<file path="config.mk">
export PLATFORM = sky130hd
export DESIGN_NAME = fp_subtractor_seq
export DESIGN_NICKNAME = d
export VERILOG_FILES = /design/src/rtl/fp_subtractor_seq.sv
export SDC_FILE = /design/constraint.sdc
export NUM_CORES = 1
export LEC_CHECK = 0
export ABC_AREA = 1
export BUFFER_PORTS_ARGS = -buffer_cell sky130_fd_sc_hd__buf_2
export CORE_UTILIZATION = 43
export DETAILED_ROUTE_END_ITERATION = 8
export GPL_ROUTABILITY_DRIVEN = 0
export GPL_TIMING_DRIVEN = 0
export PLACE_DENSITY_LB_ADDON = 0.2
export SLEW_MARGIN = 20
export SYNTH_ARGS = -nofsm -noshare
export SYNTH_HDL_FRONTEND = slang
export SYNTH_SLANG_ARGS = --single-unit
export TNS_END_PERCENT = 50
</file>
<file path="constraint.sdc">
create_clock -name clk -period 4.8 [get_ports clk]
set_input_delay 0.96 -clock clk [delete_from_list [all_inputs] [get_ports clk]]
set_output_delay 0.96 -clock clk [all_outputs]
set_load 0.03 [all_outputs]
</file>
<file path="src/rtl/fp_subtractor_seq.sv">
// Multi-cycle floating-point subtractor (x = a - b) with valid/ready handshakes on both sides.
// Alignment and normalization shift one bit per cycle, and every step truncates.
module fp_subtractor_seq #(
  parameter int W_MANTISSA = 8,
  parameter int W_EXPONENT = 8
) (
  input  logic                                   clk,
  input  logic                                   rst,
  input  logic                                   in_valid,
  output logic                                   in_ready,
  input  logic [W_MANTISSA+W_EXPONENT:0]         in_a,
  input  logic [W_MANTISSA+W_EXPONENT:0]         in_b,
  output logic                                   out_valid,
  input  logic                                   out_ready,
  output logic [W_MANTISSA+W_EXPONENT:0]         out_x,
  output logic                                   overflow,
  output logic                                   underflow,
  output logic                                   exception
);

  localparam int W_FP_NUMBER = W_MANTISSA + W_EXPONENT + 1;
  localparam int W_SIG       = W_MANTISSA + 1;
  localparam int W_SUM       = W_MANTISSA + 2;
  localparam int W_EXP1      = W_EXPONENT + 1;

  localparam logic [W_EXPONENT-1:0]  EXP_ONE  = {{(W_EXPONENT-1){1'b0}}, 1'b1};
  localparam logic [W_EXP1-1:0]      EXP1_ONE = {{W_EXPONENT{1'b0}}, 1'b1};
  localparam logic [W_EXP1-1:0]      EXP1_MAX = {1'b0, {W_EXPONENT{1'b1}}};
  localparam logic [W_FP_NUMBER-1:0] EXC_NAN  =
    {1'b0, {W_EXPONENT{1'b1}}, 1'b1, {(W_MANTISSA-1){1'b0}}};

  typedef enum logic [2:0] {
    S_IDLE  = 3'd0,
    S_ALIGN = 3'd1,
    S_SUB   = 3'd2,
    S_NORM  = 3'd3,
    S_DONE  = 3'd4
  } state_t;

  function automatic logic [W_EXPONENT-1:0] exp_of(input logic [W_FP_NUMBER-1:0] v);
    exp_of = v[W_MANTISSA +: W_EXPONENT];
  endfunction

  // A zero exponent encodes zero, so the hidden bit is only present otherwise.
  function automatic logic [W_SIG-1:0] sig_of(input logic [W_FP_NUMBER-1:0] v);
    if (v[W_MANTISSA +: W_EXPONENT] == {W_EXPONENT{1'b0}}) begin
      sig_of = {W_SIG{1'b0}};
    end else begin
      sig_of = {1'b1, v[W_MANTISSA-1:0]};
    end
  endfunction

  state_t                  r_state;
  state_t                  w_state_next;
  logic [W_FP_NUMBER-1:0]  r_a;
  logic [W_FP_NUMBER-1:0]  r_b;
  logic                    r_first;
  logic                    r_l_sign;
  logic                    r_s_sign;
  logic [W_EXPONENT-1:0]   r_l_exp;
  logic [W_EXPONENT-1:0]   r_s_exp;
  logic [W_SIG-1:0]        r_l_sig;
  logic [W_SIG-1:0]        r_s_sig;
  logic                    r_res_sign;
  logic [W_EXP1-1:0]       r_res_exp;
  logic [W_SUM-1:0]        r_res_sig;
  logic [W_FP_NUMBER-1:0]  r_out_x;
  logic                    r_out_valid;
  logic                    r_overflow;
  logic                    r_underflow;
  logic                    r_exception;

  logic [W_EXPONENT-1:0]   w_a_exp;
  logic [W_EXPONENT-1:0]   w_b_exp;
  logic [W_SIG-1:0]        w_a_sig;
  logic [W_SIG-1:0]        w_b_sig;
  logic                    w_a_ge_b;
  logic                    w_ord_l_sign;
  logic                    w_ord_s_sign;
  logic [W_EXPONENT-1:0]   w_ord_l_exp;
  logic [W_EXPONENT-1:0]   w_ord_s_exp;
  logic [W_SIG-1:0]        w_ord_l_sig;
  logic [W_SIG-1:0]        w_ord_s_sig;
  logic                    w_cur_l_sign;
  logic                    w_cur_s_sign;
  logic [W_EXPONENT-1:0]   w_cur_l_exp;
  logic [W_EXPONENT-1:0]   w_cur_s_exp;
  logic [W_SIG-1:0]        w_cur_l_sig;
  logic [W_SIG-1:0]        w_cur_s_sig;
  logic                    w_align_go;
  logic                    w_exc;
  logic [W_SUM-1:0]        w_sum;
  logic [W_EXP1-1:0]       w_exp_inc;
  logic [W_EXP1-1:0]       w_exp_dec;
  logic                    w_load_out;
  logic [W_FP_NUMBER-1:0]  w_nx_x;
  logic                    w_nx_ovf;
  logic                    w_nx_unf;
  logic                    w_nx_exc;

  assign in_ready  = (r_state == S_IDLE);
  assign out_valid = r_out_valid;
  assign out_x     = r_out_x;
  assign overflow  = r_overflow;
  assign underflow = r_underflow;
  assign exception = r_exception;

  // Operand ordering on the first ALIGN cycle; later cycles reuse the registered L/S.
  always_comb begin
    w_a_exp  = exp_of(r_a);
    w_b_exp  = exp_of(r_b);
    w_a_sig  = sig_of(r_a);
    w_b_sig  = sig_of(r_b);
    w_exc    = (w_a_exp == {W_EXPONENT{1'b1}}) || (w_b_exp == {W_EXPONENT{1'b1}});
    w_a_ge_b = (w_a_exp > w_b_exp) || ((w_a_exp == w_b_exp) && (w_a_sig >= w_b_sig));
    if (w_a_ge_b) begin
      w_ord_l_sign = r_a[W_FP_NUMBER-1];
      w_ord_l_exp  = w_a_exp;
      w_ord_l_sig  = w_a_sig;
      w_ord_s_sign = r_b[W_FP_NUMBER-1];
      w_ord_s_exp  = w_b_exp;
      w_ord_s_sig  = w_b_sig;
    end else begin
      w_ord_l_sign = r_b[W_FP_NUMBER-1];
      w_ord_l_exp  = w_b_exp;
      w_ord_l_sig  = w_b_sig;
      w_ord_s_sign = r_a[W_FP_NUMBER-1];
      w_ord_s_exp  = w_a_exp;
      w_ord_s_sig  = w_a_sig;
    end
    if (r_first) begin
      w_cur_l_sign = w_ord_l_sign;
      w_cur_l_exp  = w_ord_l_exp;
      w_cur_l_sig  = w_ord_l_sig;
      w_cur_s_sign = w_ord_s_sign;
      w_cur_s_exp  = w_ord_s_exp;
      w_cur_s_sig  = w_ord_s_sig;
    end else begin
      w_cur_l_sign = r_l_sign;
      w_cur_l_exp  = r_l_exp;
      w_cur_l_sig  = r_l_sig;
      w_cur_s_sign = r_s_sign;
      w_cur_s_exp  = r_s_exp;
      w_cur_s_sig  = r_s_sig;
    end
    w_align_go = (w_cur_l_exp == w_cur_s_exp) || (w_cur_s_sig == {W_SIG{1'b0}});
  end

  // Significand add/subtract and normalization exponent steps.
  always_comb begin
    if (r_l_sign == r_s_sign) begin
      w_sum = {1'b0, r_l_sig} + {1'b0, r_s_sig};
    end else begin
      w_sum = {1'b0, r_l_sig} - {1'b0, r_s_sig};
    end
    w_exp_inc = r_res_exp + EXP1_ONE;
    w_exp_dec = r_res_exp - EXP1_ONE;
  end

  // State register.
  always_ff @(posedge clk or posedge rst) begin
    if (rst) begin
      r_state <= S_IDLE;
    end else begin
      r_state <= w_state_next;
    end
  end

  // Next-state decode plus the result/flag values to latch on entry to DONE.
  always_comb begin
    w_state_next = r_state;
    w_load_out   = 1'b0;
    w_nx_x       = {W_FP_NUMBER{1'b0}};
    w_nx_ovf     = 1'b0;
    w_nx_unf     = 1'b0;
    w_nx_exc     = 1'b0;
    case (r_state)
      S_IDLE: begin
        if (in_valid) begin
          w_state_next = S_ALIGN;
        end else begin
          w_state_next = S_IDLE;
        end
      end
      S_ALIGN: begin
        if (r_first && w_exc) begin
          w_state_next = S_DONE;
          w_load_out   = 1'b1;
          w_nx_x       = EXC_NAN;
          w_nx_exc     = 1'b1;
        end else if (w_align_go) begin
          w_state_next = S_SUB;
        end else begin
          w_state_next = S_ALIGN;
        end
      end
      S_SUB: begin
        w_state_next = S_NORM;
      end
      S_NORM: begin
        if (r_res_sig == {W_SUM{1'b0}}) begin
          w_state_next = S_DONE;
          w_load_out   = 1'b1;
        end else if (r_res_sig[W_SUM-1]) begin
          if (w_exp_inc >= EXP1_MAX) begin
            w_state_next = S_DONE;
            w_load_out   = 1'b1;
            w_nx_ovf     = 1'b1;
            w_nx_x       = {r_res_sign, {W_EXPONENT{1'b1}}, {W_MANTISSA{1'b0}}};
          end else begin
            w_state_next = S_NORM;
          end
        end else if (!r_res_sig[W_SUM-2]) begin
          if (w_exp_dec == {W_EXP1{1'b0}}) begin
            w_state_next = S_DONE;
            w_load_out   = 1'b1;
            w_nx_unf     = 1'b1;
          end else begin
            w_state_next = S_NORM;
          end
        end else begin
          w_state_next = S_DONE;
          w_load_out   = 1'b1;
          w_nx_x       = {r_res_sign, r_res_exp[W_EXPONENT-1:0], r_res_sig[W_MANTISSA-1:0]};
        end
      end
      S_DONE: begin
        if (out_ready) begin
          w_state_next = S_IDLE;
        end else begin
          w_state_next = S_DONE;
        end
      end
      default: begin
        w_state_next = S_IDLE;
      end
    endcase
  end

  // Datapath: capture, one-bit alignment, add/sub, one-bit normalization.
  always_ff @(posedge clk or posedge rst) begin
    if (rst) begin
      r_a        <= {W_FP_NUMBER{1'b0}};
      r_b        <= {W_FP_NUMBER{1'b0}};
      r_first    <= 1'b0;
      r_l_sign   <= 1'b0;
      r_s_sign   <= 1'b0;
      r_l_exp    <= {W_EXPONENT{1'b0}};
      r_s_exp    <= {W_EXPONENT{1'b0}};
      r_l_sig    <= {W_SIG{1'b0}};
      r_s_sig    <= {W_SIG{1'b0}};
      r_res_sign <= 1'b0;
      r_res_exp  <= {W_EXP1{1'b0}};
      r_res_sig  <= {W_SUM{1'b0}};
    end else begin
      case (r_state)
        S_IDLE: begin
          if (in_valid) begin
            r_a     <= in_a;
            r_b     <= {~in_b[W_FP_NUMBER-1], in_b[W_FP_NUMBER-2:0]};
            r_first <= 1'b1;
          end
        end
        S_ALIGN: begin
          r_first  <= 1'b0;
          r_l_sign <= w_cur_l_sign;
          r_l_exp  <= w_cur_l_exp;
          r_l_sig  <= w_cur_l_sig;
          r_s_sign <= w_cur_s_sign;
          if (w_align_go) begin
            r_s_exp <= w_cur_s_exp;
            r_s_sig <= w_cur_s_sig;
          end else begin
            r_s_exp <= w_cur_s_exp + EXP_ONE;
            r_s_sig <= {1'b0, w_cur_s_sig[W_SIG-1:1]};
          end
        end
        S_SUB: begin
          r_res_sign <= r_l_sign;
          r_res_exp  <= {1'b0, r_l_exp};
          r_res_sig  <= w_sum;
        end
        S_NORM: begin
          if (w_state_next == S_NORM) begin
            if (r_res_sig[W_SUM-1]) begin
              r_res_sig <= {1'b0, r_res_sig[W_SUM-1:1]};
              r_res_exp <= w_exp_inc;
            end else begin
              r_res_sig <= {r_res_sig[W_SUM-2:0], 1'b0};
              r_res_exp <= w_exp_dec;
            end
          end
        end
        default: begin
          r_first <= 1'b0;
        end
      endcase
    end
  end

  // Registered result and flags; held through DONE, flags cleared on the out handshake.
  always_ff @(posedge clk or posedge rst) begin
    if (rst) begin
      r_out_valid <= 1'b0;
      r_out_x     <= {W_FP_NUMBER{1'b0}};
      r_overflow  <= 1'b0;
      r_underflow <= 1'b0;
      r_exception <= 1'b0;
    end else begin
      r_out_valid <= (w_state_next == S_DONE);
      if (w_load_out) begin
        r_out_x     <= w_nx_x;
        r_overflow  <= w_nx_ovf;
        r_underflow <= w_nx_unf;
        r_exception <= w_nx_exc;
      end else if ((r_state == S_DONE) && out_ready) begin
        r_overflow  <= 1'b0;
        r_underflow <= 1'b0;
        r_exception <= 1'b0;
      end
    end
  end

endmodule
</file>
==> key figures <==
Run status
  • Status: finished clean

Critical path
  • Worst-path maximum fanout: 10
  • Critical Path AT: 4.39 ns
  • Reg2reg end: r_s_sig[0]$_DFFE_PP0P_
  • R2R setup slack: 0.72 ns
  • Reg2Reg Launch Point: r_b[13]$_DFFE_PP0P_
  • CP endpoint kind: register
  • Crit path launch type: register
  • R2R depth: 24
  • CP Class: register to register
  • CP required: 5.11 ns

Synthesis
  • Synth warnings: 0
  • Synth top area share: 38.7%
  • Post-synth EDFFs: 0
  • Largest cells by area after synthesis: dfrtp_1 39%, nand2_1 12%, nand3_1 6.2%
  • Cell taking the most area after synthesis: dfrtp_1
  • FF+latch count, synth: 115
  • Synth Area per Inst: 7.42 um^2
  • Post-synth top flop: dfrtp_1
  • Asr flop ratio synth: 100%
  • Cell area after synthesis: 0.00743 mm^2
  • Gate Count Post-Synth: 1001
  • Post-Syn Nets: 1072
  • Seq/Total Area, Yosys: 38.7%
  • Synth unique cells: 50

Layout
  • Layout Nets: 1151
  • Antenna diodes: 0
  • Fillers: 1668
  • Finished Layout Cells: 1313
  • Post-layout util: 51.9%
  • Post-route cell area: 0.00867 mm^2
  • Share of layout cells above drive strength 1: 14.1%
  • Area Growth Syn to Fin: 16.6%

Clocking
  • Clock sink count: 115
  • Clk_lat worst skew: 0.42 ns
  • Max Root-Sink Buffers: 2
  • # hold bufs at CTS: 0
  • H-tree depth: 4
  • Num CTS Buffers: 17
  • Post-CTS Setup Inserts: 0
  • Reg clk slew, reported paths: 0.06 ns
  • Post-cts gate resize count: 0
  • TritonCTS clock tree: done
  • Clk Tree Root Cell: clkbuf_16

Hold path
  • Worst hold path type: register to register
  • Worst Min Path Start: r_s_exp[0]$_DFFE_PP0P_
  • Worst Hold End: r_s_exp[0]$_DFFE_PP0P_
  • Hold Crit Depth: 2

STA
  • Worst Tran Pin Value: 0.698 ns
  • Achievable frequency: 245 MHz
  • Final Hold Viols: 0
  • Clk_skew: 0.00701 ns
  • RSZ-0062 raised after global routing: false
  • Clock period minus worst slack: 4.08 ns
  • Part of the cycle the worst path needs: 85.0%
  • Max Slew Vio Count: 0
  • Final WS setup: 0.718 ns
  • Hold Slack: 0.474 ns
  • Relative slew slack: 53.5%
  • Setup violators final: 0

Pwr
  • Max VDD drop: 0.380 mV
  • Power per Cell Area: 834 mW/mm^2
  • Leakage: 4.39 nW

Placement
  • Number of cells after detailed placement: 1281
  • DP HPWL: 14600 um
  • Setup Slack @ Placement: 0.792 ns
  • Port buffer count: 59
  • Placed Instance Area: 0.00803 mm^2

Floorplan
  • Die width: 133 um
  • Die area: 0.0178 mm^2
  • Die span in y: 133 um
  • Core Rows: 47
  • Core Region: 0.0167 mm^2
  • Starting Density: 44.5%
  • Top Ports: 60

Global routing
  • GRT Util Overall: 23.3%
  • Vias in the first global route: 6600
  • Pin count of the biggest net entering global routing: 66
  • First-pass GRT wire length: 32500 um
  • Initial antenna violation count: 0
  • Grt ovf: 0

Drt
  • Number of vias per cell: 5.23
  • Via Count: 6869
  • Detailed Route Iter0 Violations: 448
  • Drt first pass iters: 5
  • Routed WL per cell: 14.7 um
  • Total Wirelength: 19400 um
  • DRC errors left: 0
  • Final antenna-violating net count: 0

Flow run
  • # Max-Cap Violations: 0
cell usage in the layout (no fill, tap or decap), types with 3 or more instances in the layout:
cell type	count
buf_4	4
clkinv_4	3
clkbuf_8	4
nor2_1	103
inv_1	102
o21ai_2	4
clkbuf_16	17
nand4_1	17
o22ai_1	16
or2_2	8
a31oi_1	12
nand3b_1	4
dfrtp_1	115
clkbuf_1	24
o21ai_0	52
mux2_2	9
bufinv_16	3
xnor2_1	4
xor2_1	22
o21ai_1	11
a21oi_1	51
o21bai_1	5
ha_1	32
nand2_1	237
buf_2	67
o211ai_1	6
nor2_2	7
a221oi_1	3
clkinvlp_4	4
nor4_1	3
nand2_4	3
nor3_1	8
o221ai_1	5
nand2_2	5
nand3_1	92
worst max path at each step:
| stage | endpoint | slack [ns] | cells past startpoint | start |
|---|---|---|---|---|
| final | r_s_sig[0]$_DFFE_PP0P_ | 0.72 | 24 | r_b[13]$_DFFE_PP0P_ |
| after global routing | r_s_sig[0]$_DFFE_PP0P_ | 0.40 | 24 | r_b[15]$_DFFE_PP0P_ |
| after CTS | r_s_sig[2]$_DFFE_PP0P_ | 0.77 | 24 | r_b[13]$_DFFE_PP0P_ |
| after detailed placement | r_s_sig[2]$_DFFE_PP0P_ | 0.79 | 24 | r_b[13]$_DFFE_PP0P_ |
| after global placement | r_a[12]$_DFFE_PP0P_ | -0.64 | 2 | rst |
| after floorplan | exception$_DFFE_PP0P_ | 0.80 | 1 | rst |
through the flow:
step,setup TNS (ns),power [mW]
global placement,-71.76,5.78
finish,0,7.23
CTS,0,7.24
floorplan,0,4.93
global route,0,7.94
detailed placement,0,5.86
synth_stat cells, drive strengths merged, types with 2 or more instances:
master,n
dfrtp,115
a221oi,3
a22oi,2
a21oi,51
nor3,8
nand4,17
o21ai,67
and2b,2
clkinv,3
a21o,2
o211ai,6
ha,32
buf,18
o21bai,5
inv,105
xor2,22
a31oi,12
or2,8
nor2,111
xnor2,4
o22ai,17
nand2,245
nand3b,4
nor4,3
nand3,94
o221ai,5
mux2,9
clkbuf,24
critical path, cell delays in order, from the launching register on:
cell	delay, ns
dfrtp_1	0.39
inv_1	0.14
nand4_1	0.14
nor2_1	0.25
inv_1	0.20
clkbuf_1	0.26
nand2_1	0.14
ha_1	0.24
a21oi_1	0.16
nor2_1	0.06
nor2_2	0.15
nand3_4	0.17
nand2_4	0.11
buf_6	0.14
buf_8	0.14
o21ai_1	0.12
o21ai_2	0.10
nand2_1	0.08
nor2_1	0.22
nand3_4	0.19
nand2_4	0.20
buf_8	0.15
nand2_1	0.05
nand3_1	0.07
nand2_1	0.06
flip-flops by register name, summed over array words and instances (netlist names):
signal	cells
r_res_exp	9
exception	1
underflow	1
r_state	3
r_s_sign	1
r_b	17
r_l_sign	1
r_res_sig	10
out_x	17
overflow	1
r_l_exp	8
r_l_sig	9
r_s_sig	9
r_s_exp	8
r_res_sign	1
out_valid	1
r_first	1
r_a	17
layer usage:
layer | up-vias | wire length [um] | track usage (%)
met4 | 0 | 292 | 9.15
met3 | 30 | 915 | 4.83
met5 | - | 0 | 0
li1 | 3475 | - | -
met2 | 210 | 9140 | 37.6
met1 | 3154 | 9020 | 30.4
kinds of logic (layout without fill, tap and decap cells):
group,Yosys count,count (layout),share of synthesized area [%]
DFF,115,115,38.7
and+or+nand+nor,494,494,29.2
AOI/OAI and AO/OA,174,174,13.6
muxes,9,9,1.36
adders and majority gates,33,33,5.66
buffers and inverters,150,242,8.44
xor gates and xnor gates,26,26,3.06
final cells by class:
class | instances | area (um^2) | area share, %
Timing Repair Buffer | 60 | 323 | 3.73
Sequential cell | 115 | 2880 | 33.2
Buffer | 42 | 220 | 2.54
Multi-Input combinational cell | 736 | 3930 | 45.3
Clock buffer | 21 | 480 | 5.54
Clock inverter | 11 | 151 | 1.75
Tap cell | 220 | 275 | 3.18
Inverter | 108 | 412 | 4.75
power breakdown:
group	leakage [nW]	switching (mW)	total, mW	internal (mW)
registers	1.39	0.390	1.80	1.41
clock network	0.298	0.477	1.35	0.872
logic	2.70	2.53	4.08	1.54
No activity file was read; power rests on OpenSTA's default activity.
